[config.mk]
export PLATFORM = sky130hd
export DESIGN_NAME = sap_control_sequencer
export DESIGN_NICKNAME = d
export VERILOG_FILES = /design/src/rtl/sap_control_sequencer.sv
export SDC_FILE = /design/constraint.sdc
export NUM_CORES = 1
export LEC_CHECK = 0
export ABC_AREA = 1
export CORE_MARGIN = 2
export CORE_UTILIZATION = 44
export DETAILED_ROUTE_END_ITERATION = 6
export GPL_TIMING_DRIVEN = 0
export PLACE_DENSITY = 0.83
export SYNTH_ARGS = -nofsm -noshare
export SYNTH_HDL_FRONTEND = slang
export SYNTH_SLANG_ARGS = --single-unit
[constraint.sdc]
create_clock -name clk -period 3.3 [get_ports clk]
set_clock_uncertainty 0.05 [all_clocks]
set_input_delay 0.825 -clock clk [delete_from_list [all_inputs] [get_ports clk]]
set_output_delay 0.825 -clock clk [all_outputs]
set_load 0.02 [all_outputs]
[src/rtl/sap_control_sequencer.sv]
// SAP-1 control sequencer: six-phase one-hot T ring plus opcode decode into the 12-bit control word.
// Latency: con is combinational from the ring and opcode; the ring steps once per enabled rising edge.
// Backpressure: run=0 freezes the ring and blanks con; HLT freezes it permanently until clear_n.
module sap_control_sequencer #(
  parameter logic [3:0] OPC_LDA = 4'h0,
  parameter logic [3:0] OPC_ADD = 4'h1,
  parameter logic [3:0] OPC_SUB = 4'h2,
  parameter logic [3:0] OPC_OUT = 4'hE,
  parameter logic [3:0] OPC_HLT = 4'hF
) (
  input  logic        clk,
  input  logic        clear_n,
  input  logic        run,
  input  logic [3:0]  ir_opcode,
  output logic [11:0] con,
  output logic [5:0]  t_state,
  output logic        halted
);

  // Control word bit positions (all active-high).
  localparam logic [11:0] CP = 12'h800;
  localparam logic [11:0] EP = 12'h400;
  localparam logic [11:0] LM = 12'h200;
  localparam logic [11:0] CE = 12'h100;
  localparam logic [11:0] LI = 12'h080;
  localparam logic [11:0] EI = 12'h040;
  localparam logic [11:0] LA = 12'h020;
  localparam logic [11:0] EA = 12'h010;
  localparam logic [11:0] SU = 12'h008;
  localparam logic [11:0] EU = 12'h004;
  localparam logic [11:0] LB = 12'h002;
  localparam logic [11:0] LO = 12'h001;

  typedef enum logic [5:0] {
    T1 = 6'b000001,
    T2 = 6'b000010,
    T3 = 6'b000100,
    T4 = 6'b001000,
    T5 = 6'b010000,
    T6 = 6'b100000
  } tstate_e;

  tstate_e state_q, state_d;
  logic    halted_q, halted_d;
  logic    advance;

  // The ring only moves while the machine is running and not halted.
  assign advance = run && !halted_q;

  // Ring and halt flag registers; reset lands in T1, not halted.
  always_ff @(posedge clk or negedge clear_n) begin
    if (!clear_n) begin
      state_q  <= T1;
      halted_q <= 1'b0;
    end else begin
      state_q  <= state_d;
      halted_q <= halted_d;
    end
  end

  // Next ring position; HLT in T4 parks the ring at T4 and sets the sticky halt.
  always_comb begin
    state_d  = state_q;
    halted_d = halted_q;
    case (state_q)
      T1: if (advance) state_d = T2;
      T2: if (advance) state_d = T3;
      T3: if (advance) state_d = T4;
      T4: begin
        if (advance) begin
          if (ir_opcode == OPC_HLT) begin
            halted_d = 1'b1;
          end else begin
            state_d = T5;
          end
        end
      end
      T5: if (advance) state_d = T6;
      T6: if (advance) state_d = T1;
      // A corrupted ring is forced back to T1 regardless of run.
      default: state_d = T1;
    endcase
  end

  // Control word decode; blanked whenever no datapath load may happen.
  always_comb begin
    con = 12'h000;
    if (clear_n && run && !halted_q) begin
      case (state_q)
        T1: con = EP | LM;
        T2: con = CP;
        T3: con = CE | LI;
        T4: begin
          if (ir_opcode == OPC_LDA || ir_opcode == OPC_ADD || ir_opcode == OPC_SUB) begin
            con = EI | LM;
          end else if (ir_opcode == OPC_OUT) begin
            con = EA | LO;
          end
        end
        T5: begin
          if (ir_opcode == OPC_LDA) begin
            con = CE | LA;
          end else if (ir_opcode == OPC_ADD || ir_opcode == OPC_SUB) begin
            con = CE | LB;
          end
        end
        T6: begin
          if (ir_opcode == OPC_ADD) begin
            con = EU | LA;
          end else if (ir_opcode == OPC_SUB) begin
            con = SU | EU | LA;
          end
        end
        default: con = 12'h000;
      endcase
    end
  end

  assign t_state = state_q;
  assign halted  = halted_q;

endmodule

# ---- Word level (Yosys, flattened, before mapping)
# Cells that the tools add are included.
dict set report totals {
  input_bits 7
  register_bits 7
  elab_cells 45
  out_inout_bits 19
}
dict set report op_classes {
  n_eq_ne 17
  n_reduce_logical 10
  n_mux 16
}
# cell n
set ops {}
lappend ops {{$pmux 12 s6} 1}
lappend ops {{$mux 6} 9}
lappend ops {{$pmux 6 s6} 1}
lappend ops {{$mux 9} 2}
lappend ops {{$ne 2x2->1 const B} 7}
lappend ops {{$mux 12} 1}
lappend ops {{$mux 10} 1}
lappend ops {{$eq 4x4->1 const B} 2}
lappend ops {{$reduce_and 7->1} 1}
lappend ops {{$eq 6x1->1 const B} 1}
lappend ops {{$eq 6x2->1 const B} 1}
lappend ops {{$eq 6x3->1 const B} 1}
lappend ops {{$eq 6x4->1 const B} 1}
lappend ops {{$eq 6x5->1 const B} 1}
lappend ops {{$eq 6x6->1 const B} 1}
lappend ops {{$mux 5} 1}
lappend ops {{$eq 4x1->1 const B} 1}
lappend ops {{$eq 4x2->1 const B} 1}
lappend ops {{$logic_not 4->1} 1}
lappend ops {{$logic_and 1x1->1} 3}
lappend ops {{$logic_or 1x1->1} 3}
lappend ops {{$reduce_and 3->1} 1}
lappend ops {{$logic_not 1->1} 1}

# ---- Depth between registers and ports, before layout
# Gate-level depths: netlist (run 1).
dict set report depth {
  word_depth 6
  depth_mapped 9
  mapped_depth_nobuf 9
}

# ---- Worst setup path before layout (run 1)
# OpenSTA, ideal clock, no wires.
dict set report synth_path {
  kind {input to output}
  from {in run}
  to {out con[4]}
  arrival_time_ns 2.065
  t_required_ns 2.425
  setup_slack_ns 0.360
  path_stages 3
  n_path_buf 1
  path_cell_list {nand3_2 > nor4_1 > buf_4}
}
dict set report synth_via {
  elab_chain_cells 3
}
# element line
set synth_lines {}
lappend synth_lines {{from (decl)} 13} ;# input logic run,
lappend synth_lines {{$logic_and 1x1->1 (2 in a row)} 88} ;# if (clear_n && run && !halted_q) begin
lappend synth_lines {{$mux 12} 88}
lappend synth_lines {{to (decl)} 15} ;# output logic [11:0] con,
# No other way between the ends.

# ---- Worst setup path in the final report (run 1)
# Same ends and word-level chain as after synthesis.

==> implementation parameters, run 1 <==
Parameter                              Value

Die
  Overall die area ... around 0.0017 sq mm
  # IOs ... 26
  Vertical die dimension ... about 41 um
  Floorplan die width ... slightly above 40 um
  Core footprint ... about 0.0013 sq mm
  Initial standard-cell utilization of the core ... approximately 47%
  Floorplan row count ... 13

Worst setup path
  Crit path DAT ... roughly 2.3 ns
  Worst-path cell chain ... clkdlybuf4s50_1, nand3_4, nor4_4, buf_4, dlygate4sd2_1
  Slowest cell delay on critical path ... 0.55 ns
  Slowest cell on the critical path ... sky130_fd_sc_hd__clkdlybuf4s50_1
  Data required, critical path ... between 2 and 2.5 ns
  Critical path peak fanout ... 8
  Startpoint class of the critical path ... primary input
  Type of element capturing the critical path ... output pin
  Worst Path Class, Setup ... primary input to output pin

GRT
  Number of global-route vias before repair ... roughly 570
  Global-route usage over all layers ... between 20% and 30%
  Global-route wire length before repair ... around 2300 um
  Antenna violations before repair ... 0
  Pin count of the biggest net entering global routing ... 9
  Remaining global-route overflow ... 0

Routing
  WL final ... 1560 um
  Initial DRT Pass Iterations ... 4
  Iter 0 DRT Violations ... 14
  Total number of vias ... between 700 and 800
  Number of nets still failing antenna checks after routing ... 0
  Wire length per cell ... between 10 and 15 um
  Via count normalized by instance count ... around 5.4
  Residual DRC count ... 0

Synth
  Post-synthesis sequential area ratio ... between 20% and 30%
  Library cells used by synthesis ... 20
  Cell area after synthesis ... 606 sq um
  Yosys top cell area share ... 24.8%
  Top cells by area in the synthesized netlist ... sky130_fd_sc_hd__dfrtp_1 (25%), sky130_fd_sc_hd__nand2_1 (12%), sky130_fd_sc_hd__nor2_1 (8.7%)
  Top cells by count, synth ... sky130_fd_sc_hd__nand2_1 (19), sky130_fd_sc_hd__nor2_1 (14), sky130_fd_sc_hd__nand3_1 (9), sky130_fd_sc_hd__inv_1 (7), sky130_fd_sc_hd__dfrtp_1 (6)
  Synth Register Bits ... 7
  Dominant cell type by area after synthesis ... sky130_fd_sc_hd__dfrtp_1
  Post-Syn Nets ... 96
  Proportion of synthesized flip-flops having asynchronous set or reset ... between 90% and 100%
  Mapped Cells ... a little under 90
  Most numerous cell in the Yosys netlist ... sky130_fd_sc_hd__nand2_1
  Warnings from Yosys ... 0
  Leading register cell type out of synthesis ... sky130_fd_sc_hd__dfrtp_1
  Mean instance size in the synthesized netlist ... slightly below 7 sq um
  Number of synthesized flops with an enable pin ... 0

Clock network
  Number of H-tree levels ... 1
  CTS Sinks ... 7
  Number of buffers created by CTS ... 3
  Clock input transition at the sequential cells of the worst setup and hold paths ... about 0.060 ns
  Clk root buf ... sky130_fd_sc_hd__clkbuf_4
  Post-cts hold buffer count ... 0
  Clk_lat worst skew ... ~0.26 ns
  Clock tree from TritonCTS ... built
  Deepest clock path buffer count ... 2

Finish
  Syn-to-layout area delta ... 50.0%
  Post-route cell area ... 908 sq um
  Area used by sequential logic in the layout ... 176 sq um
  Net count, final ... 126
  Final-layout fill cell count ... 131
  Diodes inserted ... 0
  Area occupied by multi-input gates ... about 400 sq um
  Share of post-route cells with drive strength above 1 ... 21.2%

Placed design
  Placed Instance Area ... ~900 sq um
  Post-placement setup slack ... -0.653 ns
  I/O Buffers ... 25
  Placer congestion estimate ... ~0.83
  HPWL after detailed placement ... 1280 um

Run status
  Run status ... finished clean

STA
  Minimum hold slack ... roughly 0.47 ns
  Period Utilization, post-route ... between 90 and 100%
  RSZ-0062 raised after global routing ... false
  Count of endpoints failing setup in the final report ... 0
  Minimum setup slack in the final design ... 0.0887 ns
  Slew @ Worst Pin ... roughly 0.41 ns
  Slew headroom ... 72.9%
  Count of pins over their slew limit ... 0
  Min Clock Period, post-route ... about 3.2 ns
  Achievable Freq ... approximately 310 MHz
  Number of hold violations in the final report ... 0

Power
  Leakage ... about 0.00047 uW
  Worst vdd rail ir drop ... around 0.00014 V
  Total power divided by cell area ... around 200 mW/mm^2

Hold path
  Worst hold-check path type ... register to register

Job
  Max cap viols ... 0
-- through the flow --
step                      utilization, %  setup TNS, ns  instances  power (uW)
after CTS                           70.0              0        133         183
after global routing                69.8              0        133         192
after floorplan                        -              0         89        90.9
after detailed placement            67.2          -4.68        129         102
final                               69.8              0        133         183
after global placement              67.2          -4.37        129         101
-- path summary, 6_finish.rpt --
kind,from,endpoint,slack [ns],cells after the start
max,run,con[4],0.09,5
min,halted$_DFFE_PN0P_,halted$_DFFE_PN0P_,0.47,2
max reg2reg,halted$_DFFE_PN0P_,t_state[3]$_DFFE_PN0P_,1.87,8
min reg2reg,halted$_DFFE_PN0P_,halted$_DFFE_PN0P_,0.47,2
max in group asynchronous,clear_n,t_state[0]$_DFFE_PN1P_,2.36,1
min in group asynchronous,clear_n,halted$_DFFE_PN0P_,0.52,1
-- report_power, final --
part / internal, uW / leakage, uW / total (uW) / switching, uW
registers: 85.9 / 0.0000892 / 85.9 / 0
logic: 7.10 / 0.000361 / 14.8 / 7.74
clock network: 46.4 / 0.0000150 / 82.3 / 35.8
-- critical path, delay by kind of cell --
family        cells  cell delay (ns)
simple gates      2             0.48
buf+inv           3             1.02
-- timing repair --
item,4_1_cts,5_1_grt
endpoints found under the hold margin,0,0
gates resized for setup,13,3
buffers inserted,0,0
endpoints found under the setup margin,12,1
-- state kept, by name, indices dropped and copies added, names as in the netlist --
signal,cells
t_state,6
halted,1
-- metal layers --
layer	track usage [%]	share of wire (%)	vias up	wire length [um]
met2	38.3	50	39	787
met1	22.8	41	315	637
met3	4.89	6.5	5	102
met4	12.1	2.1	0	33
met5	0	0	-	0
li1	-	-	354	-
-- cell families after synthesis --
| kind of cell | share of synthesized area [%] |
|---|---|
| and+or+nand+nor | 58.9 |
| buffers and inverters | 8.06 |
| DFF | 29.1 |
| AOI/OAI and AO/OA | 3.93 |
-- placed cells by master, fill, tap and decap left out, types with 2 or more instances in the layout --
cell type / netlist / final
sky130_fd_sc_hd__nand4_1: 4 / 4
sky130_fd_sc_hd__inv_1: 7 / 7
sky130_fd_sc_hd__nor2_1: 14 / 14
sky130_fd_sc_hd__dlygate4sd2_1: 0 / 8
sky130_fd_sc_hd__nand3_2: 4 / 3
sky130_fd_sc_hd__nor2_2: 3 / 3
sky130_fd_sc_hd__nand2_2: 3 / 3
sky130_fd_sc_hd__nor2_4: 3 / 3
sky130_fd_sc_hd__clkdlybuf4s50_1: 0 / 15
sky130_fd_sc_hd__o21ai_0: 2 / 2
sky130_fd_sc_hd__clkbuf_4: 0 / 3
sky130_fd_sc_hd__nand3_1: 9 / 9
sky130_fd_sc_hd__dfrtp_1: 6 / 6
sky130_fd_sc_hd__nand2_1: 19 / 19
sky130_fd_sc_hd__nand3b_1: 3 / 3
sky130_fd_sc_hd__inv_2: 4 / 4
-- area by class of cell --
type                       count  share of cell area, %
buffer                         1                  0.826
clock buffer                   4                   2.89
inverter                      11                   4.55
multi-input combinational     70                   44.4
sequential                     7                   19.4
tap                           15                   2.07
timing repair buffer          25                   25.9
(Power assumes the default switching activity.)
==> run 2: changes to the inputs <==
--- a/config.mk
+++ b/config.mk
@@ -7,10 +7,10 @@
 export LEC_CHECK = 0
 export ABC_AREA = 1
 export CORE_MARGIN = 2
-export CORE_UTILIZATION = 44
+export CORE_UTILIZATION = 40
 export DETAILED_ROUTE_END_ITERATION = 6
 export GPL_TIMING_DRIVEN = 0
-export PLACE_DENSITY = 0.83
+export PLACE_DENSITY = 0.76
 export SYNTH_ARGS = -nofsm -noshare
 export SYNTH_HDL_FRONTEND = slang
 export SYNTH_SLANG_ARGS = --single-unit
==> constraint.sdc (replaced) <==
create_clock -name clk -period 3.15 [get_ports clk]
set_clock_uncertainty 0.05 [all_clocks]
set_input_delay 0.7875 -clock clk [delete_from_list [all_inputs] [get_ports clk]]
set_output_delay 0.7875 -clock clk [all_outputs]
set_load 0.02 [all_outputs]
==> run 2 against run 1 <==
Net effect:
- cell area increased by 1.1%
- worst setup slack got worse by 0.021 ns
- clock power increased by 3.4%
- utilization decreased by 6.6 points
- combinational power increased by 6%
- sequential share of layout area decreased by 0.21 points
- hold slack improved by 0.0039 ns
- count of clock-buffer cells in the layout unchanged
- critical endpoint is now con[9]
- largest power group unchanged
==> implementation parameters, run 2 (synthesis gave the netlist of run 1 again) <==
Parameter                              Value

Placed design
  HPWL after detailed placement ... 1320 um (was 1280 um)
  I/O Buffers ... 25 (unchanged)
  Placed Instance Area ... 876 sq um (was 875 sq um)
  Placer congestion estimate ... 0.804 (was 0.827)
  Placed Cells ... 130 (was 129)
  Post-placement setup slack ... -0.655 ns (was -0.653 ns)

Die
  Floorplan row count ... 14 (was 13)
  Vertical die dimension ... 42.9 um (was 41.1 um)
  Overall die area ... 0.00184 sq mm (was 0.00169 sq mm)
  Floorplan die width ... 42.9 um (was 41.1 um)
  Core footprint ... 0.00145 sq mm (was 0.00130 sq mm)
  # IOs ... 26 (unchanged)
  Initial standard-cell utilization of the core ... 41.7% (was 46.5%)

Clock network
  Clk_lat worst skew ... 0.26 ns (about the same)
  CTS Sinks ... 7 (unchanged)
  Post-cts hold buffer count ... 0 (unchanged)
  Clk root buf ... sky130_fd_sc_hd__clkbuf_4 (unchanged)
  Post-CTS setup buffer count ... 0 (unchanged)
  Number of buffers created by CTS ... 3 (unchanged)
  Clock input transition at the sequential cells of the worst setup and hold paths ... 0.06 ns (about the same)
  Clock tree from TritonCTS ... built (unchanged)
  Deepest clock path buffer count ... 2 (unchanged)
  Number of H-tree levels ... 1 (unchanged)

Routing
  WL final ... 1700 um (was 1560 um)
  Total number of vias ... 726 (was 713)
  Wire length per cell ... 12.7 um (was 11.7 um)
  Via count normalized by instance count ... 5.42 (was 5.36)
  Residual DRC count ... 0 (unchanged)
  Number of nets still failing antenna checks after routing ... 0 (unchanged)
  Iter 0 DRT Violations ... 18 (was 14)
  Initial DRT Pass Iterations ... 4 (unchanged)

GRT
  Remaining global-route overflow ... 0 (unchanged)
  Antenna violations before repair ... 0 (unchanged)
  Number of global-route vias before repair ... 672 (was 572)
  Global-route usage over all layers ... 20.5% (was 21.5%)
  Global-route wire length before repair ... 2750 um (was 2290 um)
  Pin count of the biggest net entering global routing ... 9 (unchanged)

Power
  Clock power share ... 44.6% (was 44.9%)
  Total power divided by cell area ... 208 mW/mm^2 (was 201 mW/mm^2)
  Relative contribution of sequential cells to total power ... 47.2% (was 46.9%)
  Internal power ... 146 uW (was 139 uW)
  Portion of total power attributed to combinational logic ... 8.2% (was 8.1%)
  Worst vdd rail ir drop ... 0.000140 V (about the same)
  Leakage ... 0.000512 uW (was 0.000465 uW)
  Proportion of total power due to net switching ... 23.5% (was 23.8%)
  Net switching power of the design ... 44.8 uW (was 43.6 uW)

Run status
  Run status ... finished clean (unchanged)

Worst setup path
  Crit path DAT ... 2.24 ns (was 2.34 ns)
  Startpoint class of the critical path ... primary input (unchanged)
  Data required, critical path ... 2.31 ns (was 2.42 ns)
  Type of element capturing the critical path ... output pin (unchanged)
  Worst Path Class, Setup ... primary input to output pin (unchanged)
  Critical path peak fanout ... 8 (unchanged)

STA
  Period Utilization, post-route ... between 90% and 100%
  Achievable Freq ... ~320 MHz
  Setup_tns ... 0 ns (unchanged)
  Slew headroom ... 73.4% (was 72.9%)
  Count of endpoints failing setup in the final report ... 0 (unchanged)
  Count of pins over their slew limit ... 0 (unchanged)
  Slew @ Worst Pin ... 0.399 ns (was 0.406 ns)
  Minimum setup slack in the final design ... 0.0681 ns (was 0.0887 ns)
  Min Clock Period, post-route ... between 3 and 4 ns
  RSZ-0062 raised after global routing ... false (unchanged)
  Number of hold violations in the final report ... 0 (unchanged)

Finish
  Final Util ... 63.2% (was 69.8%)
  Share of post-route cells with drive strength above 1 ... 22.0% (was 21.2%)
  Net count, final ... 126 (unchanged)
  Leading cell type in the layout, fill and taps excluded ... sky130_fd_sc_hd__nand2_1 (unchanged)
  Syn-to-layout area delta ... 51.7% (was 50.0%)
  Post-route cell area ... 918 sq um (was 908 sq um)
  Non-filler cells, final ... 134 (was 133)
  Diodes inserted ... 0 (unchanged)
  Most used cells in the layout excluding fill and tap cells ... sky130_fd_sc_hd__nand2_1 (19), sky130_fd_sc_hd__nor2_1 (14), sky130_fd_sc_hd__clkdlybuf4s50_1 (12) (was sky130_fd_sc_hd__nand2_1 (19), sky130_fd_sc_hd__clkdlybuf4s50_1 (15), sky130_fd_sc_hd__nor2_1 (14))
  Number of flip-flops in the largest register ... 6 (unchanged)

Job
  Max cap viols ... 0 (unchanged)

Hold path
  Worst hold-check path type ... primary input to async pin (was register to register)
## run 2: cell types whose count changed in the layout (fill, tap and decap cells not counted), sizes merged
cell / delta
clkdlybuf4s50: -3
dlygate4sd2: -3
dlymetal6s2s: +3
buf: +2
clkdlybuf4s15: +2
clkbuf: -1
## run 2: layer usage
layer,track usage (%),up-vias,part of all wire [%]
met5,0,-,0
met4,15.6,0,3.6
met3,4.68,8,8.0
met2,36.7,45,49
met1,19.8,321,40
li1,-,352,-
## run 2: per-stage QoR
step           hold WS (ns)  power, uW
5_1_grt               0.498        198
2_1_floorplan         0.442       95.3
3_5_place_dp          0.451        106
4_1_cts               0.475        194
6_report              0.475        191
3_3_place_gp          0.430        106
## run 2: final timing paths
check                              startpoint                      to  slack (ns)  cells past startpoint
max                                       run                  con[9]        0.07                      6
min                                   clear_n  t_state[1]$_DFFE_PN0P_        0.48                      1
max reg2reg                halted$_DFFE_PN0P_  t_state[3]$_DFFE_PN0P_        1.68                      8
min reg2reg                halted$_DFFE_PN0P_      halted$_DFFE_PN0P_        0.48                      2
max in group asynchronous             clear_n  t_state[0]$_DFFE_PN1P_        2.26                      1
min in group clk           halted$_DFFE_PN0P_      halted$_DFFE_PN0P_        0.48                      2
## run 2: what timing repair did
| item | CTS | global route |
|---|---|---|
| endpoints found under the setup margin | 12 | 9 |
| resized for setup | 16 | 8 |
| pin swaps | 0 | 0 |
## run 2: cell type report
type,instances,area [sq um]
Multi-Input combinational cell,70,403
Timing Repair Buffer,25,244
Clock buffer,4,26.3
Fill cell,142,536
Inverter,11,41.3
Tap cell,16,20.0
Sequential cell,7,176
Buffer,1,7.51
## run 2: power by group through the flow
stage / registers [uW] / logic, uW / clock network (uW)
5_1_grt: 90.0 / 17.2 / 91.2
4_1_cts: 90.0 / 15.6 / 87.9
2_1_floorplan: 91.6 / 3.66 / 0
3_5_place_dp: 91.6 / 14.8 / 0
6_report: 90.0 / 15.7 / 85.1
3_3_place_gp: 91.6 / 14.5 / 0
## run 2: critical path, stage by stage
cell and delay, ns:
sky130_fd_sc_hd__clkdlybuf4s50_1 0.55, sky130_fd_sc_hd__nand3_4 0.16, sky130_fd_sc_hd__nor2_4 0.18, sky130_fd_sc_hd__nand2_2 0.09, sky130_fd_sc_hd__o22ai_1 0.11, sky130_fd_sc_hd__dlygate4sd2_1 0.36
==> run 3: changes to the inputs <==
--- a/config.mk
+++ b/config.mk
@@ -11,6 +11,7 @@
 export DETAILED_ROUTE_END_ITERATION = 6
 export GPL_TIMING_DRIVEN = 0
 export PLACE_DENSITY = 0.76
+export RECOVER_POWER = 25
 export SYNTH_ARGS = -nofsm -noshare
 export SYNTH_HDL_FRONTEND = slang
 export SYNTH_SLANG_ARGS = --single-unit
==> results of run 3 <==
The final DEF is identical to that of run 2; final timing and power are the same.
